**src/rtl/cube_pkg.sv**
```systemverilog
// Shared cube move types: face encoding, move record and rotation inverse helper.
package cube_pkg;

  localparam int unsigned FACE_W = 6;
  localparam int unsigned ROT_W  = 2;

  typedef enum logic [FACE_W-1:0] {
    FACE_U = 6'd0,
    FACE_L = 6'd1,
    FACE_F = 6'd2,
    FACE_R = 6'd3,
    FACE_B = 6'd4,
    FACE_D = 6'd5
  } face_t;

  typedef struct packed {
    logic [FACE_W-1:0] face;
    logic [ROT_W-1:0]  rot;
  } move_t;

  // Quarter turns that undo rot: (4 - rot) mod 4
  function automatic logic [ROT_W-1:0] inv_rot(input logic [ROT_W-1:0] rot);
    return ~rot + ROT_W'(1);
  endfunction

endpackage

```
**src/rtl/cube_move_lifo.sv**
```systemverilog
// Circular move history: push/pop/replace at the top; the oldest entry is overwritten when full.
module cube_move_lifo
  import cube_pkg::*;
#(
  parameter  int unsigned DEPTH = 64,
  localparam int unsigned CNT_W = $clog2(DEPTH + 1)
) (
  input  logic             clk,
  input  logic             rst_n,
  input  logic             clear_i,
  input  logic             push_i,
  input  logic             pop_i,
  input  logic             replace_i,
  input  move_t            wdata_i,
  output move_t            top_c,
  output move_t            next_c,
  output logic             evict_c,
  output logic [CNT_W-1:0] count_o
);

  localparam int unsigned PTR_W = $clog2(DEPTH);

  move_t             mem_q [DEPTH];
  logic [PTR_W-1:0]  wr_ptr_q, wr_ptr_d;
  logic [CNT_W-1:0]  count_q, count_d;
  logic [PTR_W-1:0]  top_idx, next_idx;
  logic              full, empty;

  assign full     = (count_q == CNT_W'(DEPTH));
  assign empty    = (count_q == '0);
  assign top_idx  = wr_ptr_q - PTR_W'(1);
  assign next_idx = wr_ptr_q - PTR_W'(2);
  assign top_c    = mem_q[top_idx];
  assign next_c   = mem_q[next_idx];
  assign evict_c  = push_i & ~clear_i & full;
  assign count_o  = count_q;

  always_comb begin
    wr_ptr_d = wr_ptr_q;
    count_d  = count_q;
    if (clear_i) begin
      wr_ptr_d = '0;
      count_d  = '0;
    end else if (push_i) begin
      wr_ptr_d = wr_ptr_q + PTR_W'(1);
      if (!full) count_d = count_q + CNT_W'(1);
    end else if (pop_i && !empty) begin
      wr_ptr_d = top_idx;
      count_d  = count_q - CNT_W'(1);
    end
  end

  always_ff @(posedge clk or negedge rst_n) begin
    if (!rst_n) begin
      wr_ptr_q <= '0;
      count_q  <= '0;
    end else begin
      wr_ptr_q <= wr_ptr_d;
      count_q  <= count_d;
    end
  end

  // Storage needs no reset: count==0 makes every entry unreachable
  always_ff @(posedge clk) begin
    if (!clear_i) begin
      if (push_i) begin
        mem_q[wr_ptr_q] <= wdata_i;
      end else if (replace_i && !empty) begin
        mem_q[top_idx] <= wdata_i;
      end
    end
  end

endmodule

```
**src/rtl/cube_move_undo.sv**
```systemverilog
// Move history with LIFO undo of inverse moves to the cube mover over a valid/ready handshake.
// Optional MOVE_MERGE_EN folds a record on the same face as the top entry into that entry.
module cube_move_undo
  import cube_pkg::*;
#(
  parameter  int unsigned DEPTH = 64,
  localparam int unsigned CNT_W = $clog2(DEPTH + 1)
) (
  input  logic              clk,
  input  logic              rst_n,
  input  logic              clr,
  input  logic              rec_valid,
  input  logic [FACE_W-1:0] rec_face,
  input  logic [ROT_W-1:0]  rec_rot,
  output logic              rec_ready,
  input  logic              undo_req,
  input  logic              undo_all,
  output logic              mv_valid,
  output logic [FACE_W-1:0] mv_face,
  output logic [ROT_W-1:0]  mv_rot,
  input  logic              mv_ready,
  output logic [CNT_W-1:0]  count,
  output logic              busy,
  output logic              lost
);

  localparam logic [0:0] S_IDLE    = 1'b0;
  localparam logic [0:0] S_PRESENT = 1'b1;

  logic [0:0]        state_q, state_d;
  logic              mv_valid_q, mv_valid_d;
  logic [FACE_W-1:0] mv_face_q, mv_face_d;
  logic [ROT_W-1:0]  mv_rot_q, mv_rot_d;
  logic              all_mode_q, all_mode_d;
  logic              lost_q, lost_d;

  logic              l_clear, l_push, l_pop, l_replace, evict;
  move_t             l_wdata, top, next;
  logic              rec_fire, merge_hit;
  logic [ROT_W-1:0]  merge_sum;

  cube_move_lifo #(.DEPTH(DEPTH)) u_lifo (
    .clk       (clk),
    .rst_n     (rst_n),
    .clear_i   (l_clear),
    .push_i    (l_push),
    .pop_i     (l_pop),
    .replace_i (l_replace),
    .wdata_i   (l_wdata),
    .top_c     (top),
    .next_c    (next),
    .evict_c   (evict),
    .count_o   (count)
  );

  assign rec_ready = (state_q == S_IDLE) & ~undo_req & ~undo_all & ~clr;
  assign rec_fire  = rec_valid & rec_ready & (rec_rot != '0) &
                     (rec_face <= FACE_W'(FACE_D));
  assign merge_sum = top.rot + rec_rot;
`ifdef MOVE_MERGE_EN
  assign merge_hit = rec_fire & (count != '0) & (rec_face == top.face);
`else
  assign merge_hit = 1'b0;
`endif

  // Next-state, history control and output register loads
  always_comb begin
    state_d    = state_q;
    mv_valid_d = mv_valid_q;
    mv_face_d  = mv_face_q;
    mv_rot_d   = mv_rot_q;
    all_mode_d = all_mode_q;
    lost_d     = lost_q;
    l_clear    = 1'b0;
    l_push     = 1'b0;
    l_pop      = 1'b0;
    l_replace  = 1'b0;
    l_wdata    = '{face: rec_face, rot: rec_rot};
    if (state_q == S_IDLE) begin
      if (clr) begin
        l_clear = 1'b1;
        lost_d  = 1'b0;
      end else if ((undo_all || undo_req) && (count != '0)) begin
        state_d    = S_PRESENT;
        mv_valid_d = 1'b1;
        mv_face_d  = top.face;
        mv_rot_d   = inv_rot(top.rot);
        all_mode_d = undo_all;
      end else if (rec_fire) begin
        if (merge_hit) begin
          if (merge_sum == '0) begin
            l_pop = 1'b1;
          end else begin
            l_replace   = 1'b1;
            l_wdata.rot = merge_sum;
          end
        end else begin
          l_push = 1'b1;
          if (evict) lost_d = 1'b1;
        end
      end
    end else if (mv_ready) begin
      l_pop = 1'b1;
      if (all_mode_q && (count > CNT_W'(1))) begin
        mv_face_d = next.face;
        mv_rot_d  = inv_rot(next.rot);
      end else begin
        mv_valid_d = 1'b0;
        all_mode_d = 1'b0;
        state_d    = S_IDLE;
      end
    end
  end

  always_ff @(posedge clk or negedge rst_n) begin
    if (!rst_n) begin
      state_q    <= S_IDLE;
      mv_valid_q <= 1'b0;
      mv_face_q  <= '0;
      mv_rot_q   <= '0;
      all_mode_q <= 1'b0;
      lost_q     <= 1'b0;
    end else begin
      state_q    <= state_d;
      mv_valid_q <= mv_valid_d;
      mv_face_q  <= mv_face_d;
      mv_rot_q   <= mv_rot_d;
      all_mode_q <= all_mode_d;
      lost_q     <= lost_d;
    end
  end

  assign mv_valid = mv_valid_q;
  assign mv_face  = mv_face_q;
  assign mv_rot   = mv_rot_q;
  assign busy     = state_q[0];
  assign lost     = lost_q;

endmodule

```
**config.mk**
```make
export PLATFORM = sky130hd
export DESIGN_NAME = cube_move_undo
export DESIGN_NICKNAME = d
export VERILOG_FILES = /design/src/rtl/cube_pkg.sv /design/src/rtl/cube_move_lifo.sv /design/src/rtl/cube_move_undo.sv
export SDC_FILE = /design/constraint.sdc
export NUM_CORES = 1
export LEC_CHECK = 0
export BUFFER_PORTS_ARGS = -buffer_cell sky130_fd_sc_hd__buf_2
export CAP_MARGIN = 25
export CORE_MARGIN = 8
export CORE_UTILIZATION = 60
export CTS_CLUSTER_SIZE = 14
export DETAILED_ROUTE_END_ITERATION = 8
export GPL_TIMING_DRIVEN = 0
export PLACE_DENSITY = 0.76
export SYNTH_ARGS = -nofsm -noshare
export SYNTH_HDL_FRONTEND = slang
export SYNTH_HIERARCHICAL = 1
export SYNTH_SLANG_ARGS = --single-unit
```
**constraint.sdc**
```tcl
create_clock -name clk -period 6.6 [get_ports clk]
set_clock_uncertainty 0.1 [all_clocks]
set_input_delay 0.33 -clock clk [delete_from_list [all_inputs] [get_ports clk]]
set_output_delay 0.33 -clock clk [all_outputs]
set_load 0.05 [all_outputs]
```
# Yosys cells after proc, flatten, opt, wreduce, memory -nomap -nowiden
# Memory sizes are Yosys's and may differ from the RTL's.
# Index checks and enable logic that the tools add are counted.
# classes
addsub	7
magnitude_cmp	2
eq_ne	7
n_mux	45
bitwise	15
reduce_logical	16
# op_table
cell	count
$mux W6	8
$mux W1	28
$mux W7	4
$reduce_and A4 Y1	3
$mux W2	5
$and A1 B1 Y1	8
$reduce_bool A2 Y1	4
$add A7 B1 Y7 const B	1
$eq A7 B7 Y1 const B	1
$gt A7 B1 Y1 const B	1
$logic_not A7 Y1	1
$reduce_bool A7 Y1	1
$sub A7 B1 Y7 const B	1
$add A6 B1 Y6 const B	1
$le A6 B3 Y1 const B	1
$ne A2 B2 Y1 const B	3
$sub A6 B1 Y6 const B	1
$sub A6 B2 Y6 const B	1
$not A1 Y1	5
$add A2 B1 Y2 const B	2
$ne A2 B1 Y1 const B	2
$not A2 Y2	2
$logic_and A1 B1 Y1	3
$ne A3 B2 Y1 const B	1
4 further kinds	4
# totals
register_bits	25
mem_bits_rw	512
in_bits	15
output_inout_bits	19
memories	1
# memory_table
name	words	width	read_ports	rd_clocked_by_memory_dff	wr	line_no	source
u_lifo.mem_q	64	8	2	0	1	cube_move_lifo.sv:23	move_t mem_q [DEPTH];

# Depth between registers and ports, before layout
# Gate-level depths: netlist of the first run.
# logic_depth
depth_word	17
mapped_depth	17

# Cells and area by module
# The synthesis of the first run kept the hierarchy.
# modules_own_cells
module	n_inst	cells_per_inst	area_each_um2	seq_area_each_um2
cube_move_lifo	1	1239	24990.2	15700.1
cube_move_undo	1	63	740.7	300.3

# Least setup slack after synthesis of the first run
# Ideal clock, no wire load.
# synth_timing
path_kind	flip-flop to flip-flop
startpoint	register u_lifo.wr_ptr_q[0]
endpoint	register mv_rot_q[0], in the netlist mv_rot[0]
setup_ns	0.125
arrival_ns	4.645
required_time_ns	6.375
setup_slack_ns	1.730
path_stages_with_launch	17
period_less_slack_ns	4.870
cell_sequence	dfrtp_1 -> clkbuf_1 -> buf_4 -> buf_2 -> clkbuf_1 -> clkbuf_1 -> inv_1 -> ha_1 -> clkbuf_1 -> buf_2 -> buf_1 -> mux4_2 -> mux4_2 -> a22oi_1 -> nand2_1 -> mux2_2 -> mux2_4
# synth_rtl
element	line_no	source
start: declaration	cube_move_lifo.sv:24	logic [PTR_W-1:0] wr_ptr_q, wr_ptr_d;
start signal: assignment	cube_move_lifo.sv:58	wr_ptr_q <= wr_ptr_d;
end signal: assignment	cube_move_undo.sv:127	mv_rot_q <= mv_rot_d;
end: declaration	cube_move_undo.sv:33	logic [ROT_W-1:0] mv_rot_q, mv_rot_d;

==> impl_metrics.prom, run 1 <==
# TYPE chip_impl_metric gauge
chip_impl_info{name="status",value="completed"} 1
chip_impl_metric{name="leak",unit="uW"} 0.00894
chip_impl_metric{name="total_power_consumption_of_the_routed_design",unit="uW"} 13400
chip_impl_metric{name="register_bit_count_reported_by_yosys",unit=""} 537
chip_impl_info{name="cts_root_buf",value="sky130_fd_sc_hd__clkbuf_16"} 1
chip_impl_metric{name="cap_violations",unit=""} 0
chip_impl_metric{name="syn-instance-count",unit=""} 1302
chip_impl_metric{name="final_layout_size_suffix_gt1_frac",unit=""} 0.348
chip_impl_metric{name="synth-async-reset-ratio",unit=""} 0.0466
chip_impl_metric{name="finalNetCount",unit=""} 1441
chip_impl_metric{name="synth_warn",unit=""} 6
chip_impl_metric{name="ir_worst_vdd",unit="mV"} 0.287
chip_impl_metric{name="first_global_vias",unit=""} 14702
chip_impl_metric{name="route.detailed.drc",unit=""} 0
chip_impl_info{name="layout_common_cells",value="512 x sky130_fd_sc_hd__edfxtp_1, 312 x sky130_fd_sc_hd__mux4_2, 88 x sky130_fd_sc_hd__nor2_1, 56 x sky130_fd_sc_hd__buf_2, 54 x sky130_fd_sc_hd__clkbuf_16"} 1
chip_impl_metric{name="detailed_place.area",unit="um2"} 26900
chip_impl_metric{name="clkTransAtPathRegs",unit="ns"} 0.07
chip_impl_metric{name="synth_fp_nets",unit=""} 1328
chip_impl_metric{name="htreeDepth",unit=""} 2
chip_impl_metric{name="place.gp.congestion",unit=""} 0.972
chip_impl_metric{name="final_area",unit="um2"} 28700
chip_impl_metric{name="finish.cell_count_without_fillers",unit=""} 2008
chip_impl_metric{name="fin_setup_tns",unit="ns"} 0
chip_impl_metric{name="ff2ff_path_depth",unit=""} 16
chip_impl_metric{name="placed_cells_incl_taps",unit=""} 1897
chip_impl_metric{name="remaining_global_route_overflow",unit=""} 0
chip_impl_metric{name="final-setup-viol-count",unit=""} 0
chip_impl_metric{name="placementRows",unit=""} 76
chip_impl_metric{name="power_density",unit="nW/um2"} 466
chip_impl_metric{name="fraction_of_the_yosys_area_taken_by_sequential_cells",unit=""} 0.622
chip_impl_info{name="r2r_end",value="mv_rot[1]"} 1
chip_impl_info{name="cts_tree",value="yes"} 1
chip_impl_metric{name="post_synth_num_cell_types",unit=""} 54
chip_impl_metric{name="fillers",unit=""} 2705
chip_impl_info{name="worst_hold_endpoint",value="u_lifo/mem_q[4][5]"} 1
chip_impl_metric{name="placeableCoreArea",unit="um2"} 42700
chip_impl_metric{name="worstHoldPathCells",unit=""} 1
chip_impl_metric{name="boundaryPins",unit=""} 34
chip_impl_metric{name="floorplan.die_area",unit="um2"} 49800
chip_impl_info{name="grt_setup_unrepaired",value="no"} 1
chip_impl_metric{name="antenna_found_initial",unit=""} 1
chip_impl_metric{name="fmax",unit="MHz"} 157
chip_impl_metric{name="slew_headroom",unit=""} 0.270
chip_impl_info{name="ys.flop_type",value="sky130_fd_sc_hd__edfxtp_1"} 1
chip_impl_info{name="synth.largest_area_cell",value="sky130_fd_sc_hd__edfxtp_1"} 1
chip_impl_metric{name="average_instance_area_after_synthesis",unit="um2"} 19.8
chip_impl_info{name="worstSetupPathType",value="reg -> reg"} 1
chip_impl_info{name="hold_start",value="rec_face[3]"} 1
chip_impl_info{name="critical_path.reg2reg.startpoint",value="u_lifo/wr_ptr_q[0]"} 1
chip_impl_metric{name="ant_nets",unit=""} 0
chip_impl_metric{name="critical_path_arrival",unit="ns"} 6.75
chip_impl_metric{name="syn_area",unit="um2"} 25700
chip_impl_metric{name="place.detailed.hpwl",unit="um"} 49600
chip_impl_info{name="worstHoldPathType",value="in -> reg"} 1
chip_impl_metric{name="floorplan.initialDensity",unit=""} 0.603
chip_impl_metric{name="maximum_number_of_pins_on_one_net_before_global_route_repair",unit=""} 66
chip_impl_metric{name="grt_first_pass_wirelength",unit="um"} 102000
chip_impl_metric{name="worstPathMaxFanout",unit=""} 19
chip_impl_metric{name="tightest_slew",unit="ns"} 1.09
chip_impl_metric{name="post_detailed_route_wirelength_per_cell",unit="um"} 35.2
chip_impl_metric{name="drt-initial-drc-count",unit=""} 2199
chip_impl_metric{name="port_buffers",unit=""} 33
chip_impl_metric{name="layout_worst_path_cycle_share",unit=""} 0.963
chip_impl_metric{name="total_wirelength_of_the_detailed_routed_design",unit="um"} 70700
chip_impl_metric{name="hold_viol_final",unit=""} 0
chip_impl_info{name="layout_commonest_cell",value="sky130_fd_sc_hd__edfxtp_1"} 1
chip_impl_metric{name="report.final.slew_viol_count",unit=""} 0
chip_impl_metric{name="die_w",unit="um"} 223
chip_impl_metric{name="clk-insertion-delay-late",unit="ns"} 0.61
chip_impl_info{name="critical_path.endpoint_type",value="flip-flop"} 1
chip_impl_metric{name="syn_to_final_growth",unit="%"} 11.6
chip_impl_metric{name="timing.final.crit_period",unit="ns"} 6.36
chip_impl_metric{name="regToRegSetupSlack",unit="ns"} 0.24
chip_impl_info{name="cp-start-kind",value="flip-flop"} 1
chip_impl_metric{name="cts-root-to-sink-buffers",unit=""} 3
chip_impl_metric{name="synth_enable_flop_cells",unit=""} 512
chip_impl_metric{name="cts_buffers",unit=""} 54
chip_impl_metric{name="worstPathRequired",unit="ns"} 6.99
chip_impl_metric{name="cts_sinks",unit=""} 537
chip_impl_metric{name="drt_first_pass_iters",unit=""} 5
chip_impl_metric{name="netlist.area_leader.share",unit=""} 0.598
chip_impl_metric{name="vias_per_cell",unit=""} 7.40
chip_impl_info{name="synth.area.top_cells",value="sky130_fd_sc_hd__edfxtp_1 60%, sky130_fd_sc_hd__mux4_2 27%, sky130_fd_sc_hd__dfrtp_1 2.4%, sky130_fd_sc_hd__nor2_1 1.3%, sky130_fd_sc_hd__mux2i_1 0.74%"} 1
chip_impl_metric{name="grt_usage",unit=""} 0.285
chip_impl_metric{name="detailroute.via_count",unit=""} 14869
chip_impl_metric{name="die_height",unit="um"} 223
## worst max-delay path, cell delays in order (launching register included)
cell                              delay (ns)
sky130_fd_sc_hd__dfrtp_1                0.41
sky130_fd_sc_hd__clkbuf_1               0.26
sky130_fd_sc_hd__buf_4                  0.33
sky130_fd_sc_hd__buf_2                  0.39
sky130_fd_sc_hd__clkbuf_2               0.58
sky130_fd_sc_hd__inv_1                  0.24
sky130_fd_sc_hd__ha_1                   0.38
sky130_fd_sc_hd__clkbuf_1               0.22
sky130_fd_sc_hd__buf_2                  0.45
sky130_fd_sc_hd__clkdlybuf4s15_2        0.54
sky130_fd_sc_hd__mux4_2                 0.57
sky130_fd_sc_hd__mux4_2                 0.55
sky130_fd_sc_hd__a22oi_1                0.49
sky130_fd_sc_hd__nand2_1                0.14
sky130_fd_sc_hd__xnor2_1                0.19
sky130_fd_sc_hd__o21ai_0                0.11
sky130_fd_sc_hd__mux2_4                 0.29
## how the worst max path moves through the flow
stage                       startpoint  slack [ns]        end  depth (start not counted)
floorplan           u_lifo/wr_ptr_q[0]        1.73  mv_rot[0]                         16
global placement    u_lifo/wr_ptr_q[0]       -0.44  mv_rot[1]                         17
detailed placement  u_lifo/wr_ptr_q[0]       -0.43  mv_rot[1]                         17
CTS                 u_lifo/wr_ptr_q[0]        0.12  mv_rot[1]                         17
global route        u_lifo/wr_ptr_q[0]        0.04  mv_rot[1]                         16
finish              u_lifo/wr_ptr_q[0]        0.24  mv_rot[1]                         16
## synthesized netlist by cell type, types with 2 or more instances
master	n
sky130_fd_sc_hd__edfxtp_1	512
sky130_fd_sc_hd__mux4_2	312
sky130_fd_sc_hd__nor2_1	88
sky130_fd_sc_hd__nand2_1	43
sky130_fd_sc_hd__clkbuf_1	39
sky130_fd_sc_hd__nor2b_1	28
sky130_fd_sc_hd__dfrtp_1	25
sky130_fd_sc_hd__buf_2	22
sky130_fd_sc_hd__mux2i_1	19
sky130_fd_sc_hd__buf_1	18
sky130_fd_sc_hd__a22oi_1	17
sky130_fd_sc_hd__a21oi_1	14
sky130_fd_sc_hd__o21ai_0	14
sky130_fd_sc_hd__inv_1	11
sky130_fd_sc_hd__xnor2_1	11
sky130_fd_sc_hd__ha_1	10
sky130_fd_sc_hd__or4_1	9
sky130_fd_sc_hd__xor2_1	9
sky130_fd_sc_hd__mux2_4	8
sky130_fd_sc_hd__nand3_1	8
sky130_fd_sc_hd__o22ai_1	8
sky130_fd_sc_hd__mux2_2	7
sky130_fd_sc_hd__a31oi_1	6
sky130_fd_sc_hd__buf_6	5
sky130_fd_sc_hd__nand2b_1	5
sky130_fd_sc_hd__nor3_1	5
sky130_fd_sc_hd__a21o_1	4
sky130_fd_sc_hd__nor3b_1	3
sky130_fd_sc_hd__nor4b_1	3
sky130_fd_sc_hd__o21bai_1	3
sky130_fd_sc_hd__o22a_1	3
sky130_fd_sc_hd__o31ai_1	3
sky130_fd_sc_hd__or2_2	3
sky130_fd_sc_hd__a211oi_1	2
sky130_fd_sc_hd__and2_1	2
sky130_fd_sc_hd__and3_1	2
sky130_fd_sc_hd__buf_4	2
sky130_fd_sc_hd__nor4_1	2
sky130_fd_sc_hd__or3_1	2
## area by class of cell
type | count | area (um2) | area share
Tap cell | 546 | 683 | 0.0238
Antenna cell | 1 | 2.50 | 0.0000871
Clock inverter | 35 | 250 | 0.00871
Multi-Input combinational cell | 668 | 9290 | 0.324
Buffer | 85 | 409 | 0.0142
Sequential cell | 537 | 16000 | 0.557
Timing Repair Buffer | 58 | 576 | 0.0200
Clock buffer | 67 | 1460 | 0.0508
Inverter | 11 | 41.3 | 0.00144
## cell families after synthesis
logic type | Yosys count | share of synthesized area
fa+ha+maj | 11 | 0.00564
simple gates | 208 | 0.0392
other cells | 1 | 0.000146
xor+xnor | 20 | 0.00681
mux | 346 | 0.288
compound gates | 82 | 0.0212
buf+inv | 97 | 0.0170
flops | 537 | 0.622
## power breakdown
part           leakage, uW  internal [uW]  switching, uW  total [uW]
clock             0.000855           1650           1290        2940
combinational      0.00316           2820           3600        6420
sequential         0.00493           3920           96.3        4010
total              0.00894           8390           4980       13400
## per-layer routing
layer | part of all wire | vias up | global-route usage
met1 | 0.38 | 7770 | 0.403
met2 | 0.45 | 1108 | 0.419
met4 | 0.054 | 0 | 0.136
met3 | 0.12 | 183 | 0.0697
met5 | 0 | - | 0
li1 | - | 5808 | -
## stage by stage
| stage | hold slack, ns | setup slack [ns] | utilization |
|---|---|---|---|
| after floorplan | -0.0656 | 1.73 | - |
| after global placement | 0.254 | -0.441 | 0.623 |
| after detailed placement | 0.265 | -0.433 | 0.629 |
| after CTS | 0.00848 | 0.116 | 0.671 |
| after global routing | 0.0124 | 0.0354 | 0.673 |
| final | 0.0137 | 0.245 | 0.673 |
## registers in the layout, summed over array words and instances (netlist names)
name / cells
all_mode_q: 1
busy: 1
lost: 1
mv_face: 6
mv_rot: 2
mv_valid: 1
u_lifo/count_o: 7
u_lifo/mem_q: 512
u_lifo/wr_ptr_q: 6
## repair_timing
action,4_1_cts,5_1_grt
setup endpoints to repair,6,7
setup buffers,0,0
resized for setup,7,2
hold endpoints to repair,28,0
hold buffers,3,0
pin swaps,0,0
Note: power is estimated with default switching activity, not from simulation.
==> inputs of run 2 (changes only) <==
--- a/config.mk
+++ b/config.mk
@@ -15,5 +15,4 @@
 export PLACE_DENSITY = 0.76
 export SYNTH_ARGS = -nofsm -noshare
 export SYNTH_HDL_FRONTEND = slang
-export SYNTH_HIERARCHICAL = 1
 export SYNTH_SLANG_ARGS = --single-unit
==> impl_metrics.prom, run 2 <==
# TYPE chip_impl_metric gauge
chip_impl_metric{name="total_wirelength_of_the_detailed_routed_design",unit="um"} 74300
chip_impl_metric{name="synth_warn",unit=""} 0
chip_impl_metric{name="ir_worst_vdd",unit="mV"} 0.262
chip_impl_info{name="synth.largest_area_cell",value="sky130_fd_sc_hd__edfxtp_1"} 1
chip_impl_metric{name="netlist.area_leader.share",unit=""} 0.603
chip_impl_metric{name="critical_path_arrival",unit="ns"} 6.64
chip_impl_info{name="grt_setup_unrepaired",value="no"} 1
chip_impl_metric{name="remaining_global_route_overflow",unit=""} 0
chip_impl_metric{name="htreeDepth",unit=""} 2
chip_impl_metric{name="syn_area",unit="um2"} 25500
chip_impl_metric{name="worstPathMaxFanout",unit=""} 10
chip_impl_metric{name="average_instance_area_after_synthesis",unit="um2"} 20.2
chip_impl_metric{name="timing.hold.ws",unit="ns"} 0.0280
chip_impl_metric{name="synth_enable_flop_cells",unit=""} 512
chip_impl_metric{name="grt_usage",unit=""} 0.303
chip_impl_metric{name="cts-root-to-sink-buffers",unit=""} 3
chip_impl_metric{name="layout_worst_path_cycle_share",unit=""} 0.950
chip_impl_metric{name="place.detailed.hpwl",unit="um"} 52300
chip_impl_metric{name="fraction_of_the_yosys_area_taken_by_sequential_cells",unit=""} 0.628
chip_impl_metric{name="antenna_found_initial",unit=""} 2
chip_impl_metric{name="vias_per_cell",unit=""} 7.57
chip_impl_metric{name="placeableCoreArea",unit="um2"} 41900
chip_impl_metric{name="drt-initial-drc-count",unit=""} 2125
chip_impl_metric{name="cap_violations",unit=""} 0
chip_impl_info{name="ys.flop_type",value="sky130_fd_sc_hd__edfxtp_1"} 1
chip_impl_metric{name="syn_to_final_growth",unit="%"} 11.6
chip_impl_info{name="registers.top_by_ff_count",value="u_lifo.mem_q"} 1
chip_impl_metric{name="fin_setup_tns",unit="ns"} 0
chip_impl_metric{name="power_density",unit="nW/um2"} 514
chip_impl_metric{name="grt_first_pass_wirelength",unit="um"} 106000
chip_impl_metric{name="timing.final.crit_period",unit="ns"} 6.27
chip_impl_info{name="critical_path.endpoint_type",value="flip-flop"} 1
chip_impl_info{name="yosys.cell_count.top_type",value="sky130_fd_sc_hd__edfxtp_1"} 1
chip_impl_info{name="layout_commonest_cell",value="sky130_fd_sc_hd__edfxtp_1"} 1
chip_impl_metric{name="final_layout_size_suffix_gt1_frac",unit=""} 0.352
chip_impl_metric{name="detailroute.via_count",unit=""} 14916
chip_impl_metric{name="post_synth_num_cell_types",unit=""} 60
chip_impl_metric{name="ant_nets",unit=""} 0
chip_impl_metric{name="maximum_number_of_pins_on_one_net_before_global_route_repair",unit=""} 66
chip_impl_metric{name="report.final.slew_viol_count",unit=""} 0
chip_impl_metric{name="die_w",unit="um"} 222
chip_impl_metric{name="clk-insertion-delay-late",unit="ns"} 0.61
chip_impl_metric{name="final-setup-viol-count",unit=""} 0
chip_impl_metric{name="grtUsageMet3",unit=""} 0.0754
chip_impl_metric{name="finalNetCount",unit=""} 1411
chip_impl_metric{name="slew_headroom",unit=""} 0.245
chip_impl_metric{name="cts_buffers",unit=""} 55
chip_impl_info{name="grt-busiest-layer",value="met2"} 1
chip_impl_metric{name="die_height",unit="um"} 222
chip_impl_metric{name="post_detailed_route_wirelength_per_cell",unit="um"} 37.7
chip_impl_metric{name="placementRows",unit=""} 75
chip_impl_metric{name="floorplan.die_area",unit="um2"} 49300
chip_impl_metric{name="synth_fp_nets",unit=""} 1290
chip_impl_metric{name="clkTransAtPathRegs",unit="ns"} 0.06
chip_impl_metric{name="groute.layer.met2.usage",unit=""} 0.467
chip_impl_info{name="worstSetupPathType",value="reg -> reg"} 1
chip_impl_metric{name="floorplan.initialDensity",unit=""} 0.608
chip_impl_metric{name="tightest_slew",unit="ns"} 1.13
chip_impl_metric{name="fmax",unit="MHz"} 160
chip_impl_metric{name="cts_sinks",unit=""} 537
chip_impl_info{name="layout_common_cells",value="512 x sky130_fd_sc_hd__edfxtp_1, 318 x sky130_fd_sc_hd__mux4_2, 91 x sky130_fd_sc_hd__nor2_1, 60 x sky130_fd_sc_hd__buf_2, 56 x sky130_fd_sc_hd__clkbuf_16"} 1
chip_impl_metric{name="drt_first_pass_iters",unit=""} 5
chip_impl_metric{name="register_bit_count_reported_by_yosys",unit=""} 537
chip_impl_info{name="synth.area.top_cells",value="sky130_fd_sc_hd__edfxtp_1 60%, sky130_fd_sc_hd__mux4_2 28%, sky130_fd_sc_hd__dfrtp_1 2.5%, sky130_fd_sc_hd__nor2_1 1.3%, sky130_fd_sc_hd__nand2_1 0.65%"} 1
chip_impl_info{name="cts_root_buf",value="sky130_fd_sc_hd__clkbuf_16"} 1
chip_impl_metric{name="first_global_vias",unit=""} 14648
chip_impl_metric{name="largest_reg_flops",unit=""} 512
chip_impl_info{name="post_synth_most_frequent_cells",value="512 x sky130_fd_sc_hd__edfxtp_1, 318 x sky130_fd_sc_hd__mux4_2, 91 x sky130_fd_sc_hd__nor2_1, 44 x sky130_fd_sc_hd__nand2_1, 41 x sky130_fd_sc_hd__clkbuf_1"} 1
chip_impl_metric{name="global_route.usage.met1",unit=""} 0.418
chip_impl_info{name="status",value="completed"} 1
chip_impl_metric{name="boundaryPins",unit=""} 34
chip_impl_metric{name="leak",unit="uW"} 0.00895
chip_impl_metric{name="place.gp.congestion",unit=""} 0.937
chip_impl_metric{name="port_buffers",unit=""} 33
chip_impl_metric{name="route.detailed.drc",unit=""} 0
chip_impl_info{name="cts_tree",value="yes"} 1
chip_impl_metric{name="worstPathRequired",unit="ns"} 6.97
chip_impl_info{name="cp-start-kind",value="flip-flop"} 1
chip_impl_metric{name="syn-instance-count",unit=""} 1265
chip_impl_metric{name="finish.utilization",unit=""} 0.678
chip_impl_metric{name="hold_viol_final",unit=""} 0
chip_impl_metric{name="synth-async-reset-ratio",unit=""} 0.0466
chip_impl_metric{name="post_cts.resized_instances",unit=""} 0
chip_impl_info{name="worstHoldPathType",value="in -> reg"} 1
==> run 2: cell types whose count changed after synthesis, sizes merged, moves of 5 or more <==
cell,delta
a22oi,-16
and3,+6
mux2,-14
mux2i,-5
mux4,+6
nand3,+12
nand4,+9
nor2b,-24
o22ai,-7
or4,-8
==> run 2: final cells by class <==
cell class / count / area (um2)
tap: 539 / 674
timing repair buffer: 65 / 539
clock buffer: 73 / 1490
inverter: 8 / 30.0
sequential: 537 / 16000
buffer: 88 / 463
multi-input combinational: 631 / 9000
antenna: 1 / 2.50
clock inverter: 29 / 264
fill: 2632 / 13500
==> run 2: stage by stage <==
step	cells	cell area, um2	total power (uW)	setup slack [ns]
2_1_floorplan	1265	25500	8890	2.36
5_1_grt	1970	28500	14900	0.416
4_1_cts	1956	28300	14500	0.166
3_5_place_dp	1850	26500	11400	0.214
3_3_place_gp	1837	26300	11400	0.351
6_report	1971	28500	14600	0.331
==> run 2: power breakdown <==
part           internal [uW]  switching (uW)  leakage, uW
registers               3800            58.7      0.00490
clock network           1740            1310     0.000850
logic                   3270            4440      0.00320
total                   8810            5800      0.00895
==> run 2: worst max-delay path, stage by stage (launching register included) <==
cell and delay (ns):
sky130_fd_sc_hd__dfrtp_1 0.38, sky130_fd_sc_hd__buf_6 0.16, sky130_fd_sc_hd__buf_6 0.20, sky130_fd_sc_hd__buf_6 0.27, sky130_fd_sc_hd__buf_6 0.23, sky130_fd_sc_hd__clkinv_1 0.32, sky130_fd_sc_hd__ha_1 0.58, sky130_fd_sc_hd__buf_1 0.84
sky130_fd_sc_hd__clkbuf_1 0.84, sky130_fd_sc_hd__mux4_2 0.48, sky130_fd_sc_hd__mux4_2 0.58, sky130_fd_sc_hd__mux4_2 0.49, sky130_fd_sc_hd__mux2i_1 0.48, sky130_fd_sc_hd__a21oi_1 0.14
==> run 2: worst paths after layout <==
check | slack (ns) | end | startpoint | cells after the start
hold reg to reg | 0.37 | mv_valid | mv_valid | 1
min in group asynchronous | 0.14 | mv_face[2] | rst_n | 2
max in group asynchronous | 5.88 | u_lifo.wr_ptr_q[0] | rst_n | 2
setup / recovery | 0.33 | mv_face[2] | u_lifo.wr_ptr_q[0] | 13
setup reg to reg | 0.33 | mv_face[2] | u_lifo.wr_ptr_q[0] | 13
hold / removal | 0.03 | all_mode_q | clr | 4
==> run 2: layer usage <==
layer	wire, um	share of wire	up-vias
li1	-	-	5718
met1	27100	0.37	7780
met2	34500	0.46	1250
met3	9510	0.13	164
met4	3160	0.043	4
met5	29	0.00039	-
==> run 2: cells by family (layout without fill, tap and decap cells) <==
group | count (synthesis) | count (layout) | synth area share
compound gates | 70 | 70 | 0.0191
xor+xnor | 14 | 14 | 0.00540
fa+ha+maj | 10 | 10 | 0.00491
buf+inv | 97 | 263 | 0.0195
flops | 537 | 537 | 0.628
mux | 333 | 333 | 0.287
other cells | 0 | 1 | 0
simple gates | 204 | 204 | 0.0367
==> run 2: what timing repair did <==
| item | CTS | global route |
|---|---|---|
| setup endpoints to repair | 0 | 1 |
| buffers inserted | 0 | 0 |
| hold buffers | 4 | 2 |
| endpoints found under the hold margin | 28 | 13 |
==> inputs of run 3 (changes only) <==
--- a/config.mk
+++ b/config.mk
@@ -8,7 +8,7 @@
 export BUFFER_PORTS_ARGS = -buffer_cell sky130_fd_sc_hd__buf_2
 export CAP_MARGIN = 25
 export CORE_MARGIN = 8
-export CORE_UTILIZATION = 60
+export CORE_UTILIZATION = 57
 export CTS_CLUSTER_SIZE = 14
 export DETAILED_ROUTE_END_ITERATION = 8
 export GPL_TIMING_DRIVEN = 0
==> constraint.sdc (replaced) <==
create_clock -name clk -period 5.1 [get_ports clk]
set_clock_uncertainty 0.1 [all_clocks]
set_input_delay 0.255 -clock clk [delete_from_list [all_inputs] [get_ports clk]]
set_output_delay 0.255 -clock clk [all_outputs]
set_load 0.05 [all_outputs]
==> impl_metrics.prom, run 3 (synthesis gave the netlist of run 2 again) <==
# TYPE chip_impl_metric gauge
chip_impl_info{name="status",value="completed"} 1
chip_impl_metric{name="route.detailed.drc",unit=""} 0
chip_impl_metric{name="dpl_worst_slack",unit="ns"} -1.02
chip_impl_metric{name="power_switching_share",unit=""} 0.397
chip_impl_metric{name="power_density",unit="nW/um2"} 659
chip_impl_metric{name="combinationalPowerShare",unit=""} 0.529
chip_impl_metric{name="drt_first_pass_iters",unit=""} 8
chip_impl_metric{name="drt-initial-drc-count",unit=""} 2529
chip_impl_metric{name="fmax",unit="MHz"} 201
chip_impl_metric{name="cap_violations",unit=""} 0
chip_impl_metric{name="ant_nets",unit=""} 0
chip_impl_metric{name="sequentialPowerShare",unit=""} 0.265
chip_impl_metric{name="critical_path_arrival",unit="ns"} 5.35
chip_impl_metric{name="vias_per_cell",unit=""} 7.37
chip_impl_metric{name="htreeDepth",unit=""} 2
chip_impl_metric{name="antenna_found_initial",unit=""} 2
chip_impl_metric{name="worstPathRequired",unit="ns"} 5.48
chip_impl_metric{name="worstSetupPathDepth",unit=""} 13
chip_impl_metric{name="switching_power_of_the_nets",unit="uW"} 7500
chip_impl_info{name="worstSetupPathType",value="reg -> reg"} 1
chip_impl_info{name="critical_path.endpoint_type",value="flip-flop"} 1
chip_impl_info{name="cts_root_buf",value="sky130_fd_sc_hd__clkbuf_16"} 1
chip_impl_info{name="worstHoldPathType",value="in -> reg"} 1
chip_impl_metric{name="critical_path.max_stage_delay",unit="ns"} 0.55
chip_impl_metric{name="cts_buffers",unit=""} 55
chip_impl_metric{name="floorplan.initialDensity",unit=""} 0.577
chip_impl_metric{name="cts-root-to-sink-buffers",unit=""} 3
chip_impl_metric{name="die_height",unit="um"} 227
chip_impl_metric{name="total_wirelength_of_the_detailed_routed_design",unit="um"} 75100
chip_impl_metric{name="fin_setup_tns",unit="ns"} 0
chip_impl_metric{name="worstHoldPathCells",unit=""} 1
chip_impl_metric{name="n_antenna_cell",unit=""} 0
chip_impl_metric{name="final_layout_size_suffix_gt1_frac",unit=""} 0.368
chip_impl_metric{name="leak",unit="uW"} 0.00904
chip_impl_info{name="layout_commonest_cell",value="sky130_fd_sc_hd__edfxtp_1"} 1
chip_impl_metric{name="clkPwrFrac",unit=""} 0.206
chip_impl_metric{name="multiInputGateArea",unit="um2"} 9000
chip_impl_metric{name="grt_first_pass_wirelength",unit="um"} 108000
chip_impl_info{name="path_delay_family",value="multiplexers"} 1
chip_impl_info{name="grt_setup_unrepaired",value="no"} 1
chip_impl_metric{name="sequential_cell_area",unit="um2"} 16000
chip_impl_metric{name="clkTransAtPathRegs",unit="ns"} 0.06
chip_impl_info{name="path_common_cell",value="sky130_fd_sc_hd__buf_6"} 1
chip_impl_metric{name="largest_reg_flops",unit=""} 512
chip_impl_metric{name="placed_cells_incl_taps",unit=""} 1904
chip_impl_metric{name="maximum_number_of_pins_on_one_net_before_global_route_repair",unit=""} 66
chip_impl_metric{name="detailroute.via_count",unit=""} 14970
chip_impl_metric{name="placementRows",unit=""} 77
chip_impl_metric{name="port_buffers",unit=""} 33
chip_impl_metric{name="report.final.slew_viol_count",unit=""} 0
chip_impl_metric{name="tightest_slew",unit="ns"} 1.06
chip_impl_metric{name="die_w",unit="um"} 227
chip_impl_info{name="cp-start-kind",value="flip-flop"} 1
chip_impl_metric{name="grt_usage",unit=""} 0.297
chip_impl_info{name="worstPathCellList",value="buf_6 -> buf_6 -> buf_6 -> buf_6 -> clkinvlp_4 -> ha_1 -> buf_2 -> buf_2 -> mux4_2 -> mux4_2 -> mux4_2 -> mux2i_1 -> a21oi_1"} 1
chip_impl_metric{name="fillers",unit=""} 2924
chip_impl_metric{name="ir_worst_vdd",unit="mV"} 0.373
chip_impl_metric{name="post_detailed_route_wirelength_per_cell",unit="um"} 37.0
chip_impl_metric{name="finish.cell_count_without_fillers",unit=""} 2031
chip_impl_metric{name="final-setup-viol-count",unit=""} 0
chip_impl_metric{name="crit_path_setup_slack_layout",unit="ns"} 0.128
chip_impl_metric{name="worstPathMaxFanout",unit=""} 10
chip_impl_metric{name="syn_to_final_growth",unit="%"} 12.4
chip_impl_metric{name="ff2ff_path_depth",unit=""} 13
chip_impl_metric{name="placeableCoreArea",unit="um2"} 44200
chip_impl_metric{name="place.detailed.hpwl",unit="um"} 52300
chip_impl_metric{name="total_power_consumption_of_the_routed_design",unit="uW"} 18900
chip_impl_metric{name="place.gp.congestion",unit=""} 1.00
chip_impl_info{name="layout_common_cells",value="512 x sky130_fd_sc_hd__edfxtp_1, 318 x sky130_fd_sc_hd__mux4_2, 91 x sky130_fd_sc_hd__nor2_1, 62 x sky130_fd_sc_hd__buf_2, 57 x sky130_fd_sc_hd__clkbuf_16"} 1
chip_impl_metric{name="timing.final.crit_period",unit="ns"} 4.97
chip_impl_metric{name="internal-power",unit="uW"} 11400
chip_impl_info{name="cts_tree",value="yes"} 1
chip_impl_metric{name="timing.hold.ws",unit="ns"} 0.0249
chip_impl_metric{name="slew_headroom",unit=""} 0.292
chip_impl_info{name="critical_path_top_delay_cell",value="sky130_fd_sc_hd__mux4_2"} 1
chip_impl_metric{name="layout_worst_path_cycle_share",unit=""} 0.975
chip_impl_metric{name="clk-insertion-delay-late",unit="ns"} 0.61
chip_impl_metric{name="hold_viol_final",unit=""} 0
chip_impl_metric{name="floorplan.die_area",unit="um2"} 51800
chip_impl_metric{name="remaining_global_route_overflow",unit=""} 0
chip_impl_metric{name="cts_setup_buffers",unit=""} 0
chip_impl_info{name="registers.top_by_ff_count",value="u_lifo.mem_q"} 1
chip_impl_metric{name="cts_sinks",unit=""} 537
chip_impl_metric{name="finalNetCount",unit=""} 1422
chip_impl_metric{name="buffers_and_inverters_on_the_worst_path",unit=""} 7
chip_impl_metric{name="boundaryPins",unit=""} 34
chip_impl_metric{name="first_global_vias",unit=""} 14821
run 3: repair_timing:
action / 4_1_cts / 5_1_grt
hold buffers: 9 / 2
gates resized for setup: 13 / 15
pin swaps: 0 / 0
endpoints found under the setup margin: 8 / 6
hold endpoints to repair: 46 / 13
run 3: path summary, 6_finish.rpt:
| path | startpoint | endpoint | slack, ns |
|---|---|---|---|
| max | u_lifo.wr_ptr_q[0] | mv_face[0] | 0.13 |
| max in group asynchronous | rst_n | u_lifo.count_o[5] | 4.42 |
| min reg2reg | mv_valid | mv_valid | 0.38 |
| max reg2reg | u_lifo.wr_ptr_q[0] | mv_face[0] | 0.13 |
| min in group asynchronous | rst_n | mv_rot[1] | 0.08 |
| min | rec_face[2] | u_lifo.mem_q[26][4] | 0.02 |
run 3: layout make-up:
class	count	share of cell area
inverter	8	0.00118
sequential	537	0.559
tap	592	0.0259
clock buffer	63	0.0506
clock inverter	36	0.00917
buffer	88	0.0172
multi-input combinational	631	0.314
timing repair buffer	76	0.0233
run 3: metal layers:
layer | vias to the layer above | track usage | share of wire
li1 | 5722 | - | -
met1 | 7840 | 0.413 | 0.36
met2 | 1236 | 0.461 | 0.47
met3 | 172 | 0.0690 | 0.13
met4 | 0 | 0.116 | 0.043
met5 | - | 0 | 0
run 3: power by group through the flow:
| stage | combinational, uW | sequential, uW | clock [uW] |
|---|---|---|---|
| after floorplan | 6230 | 5280 | 0 |
| after global placement | 9650 | 5080 | 0 |
| after detailed placement | 9720 | 5090 | 0 |
| after CTS | 9780 | 5000 | 3900 |
| after global routing | 10200 | 5010 | 4070 |
| final | 9990 | 5000 | 3880 |
run 3: through the flow:
step / utilization / instance area (um2)
after floorplan: - / 25500
after global placement: 0.597 / 26400
after detailed placement: 0.602 / 26600
after CTS: 0.643 / 28400
after global routing: 0.648 / 28600
final: 0.648 / 28600
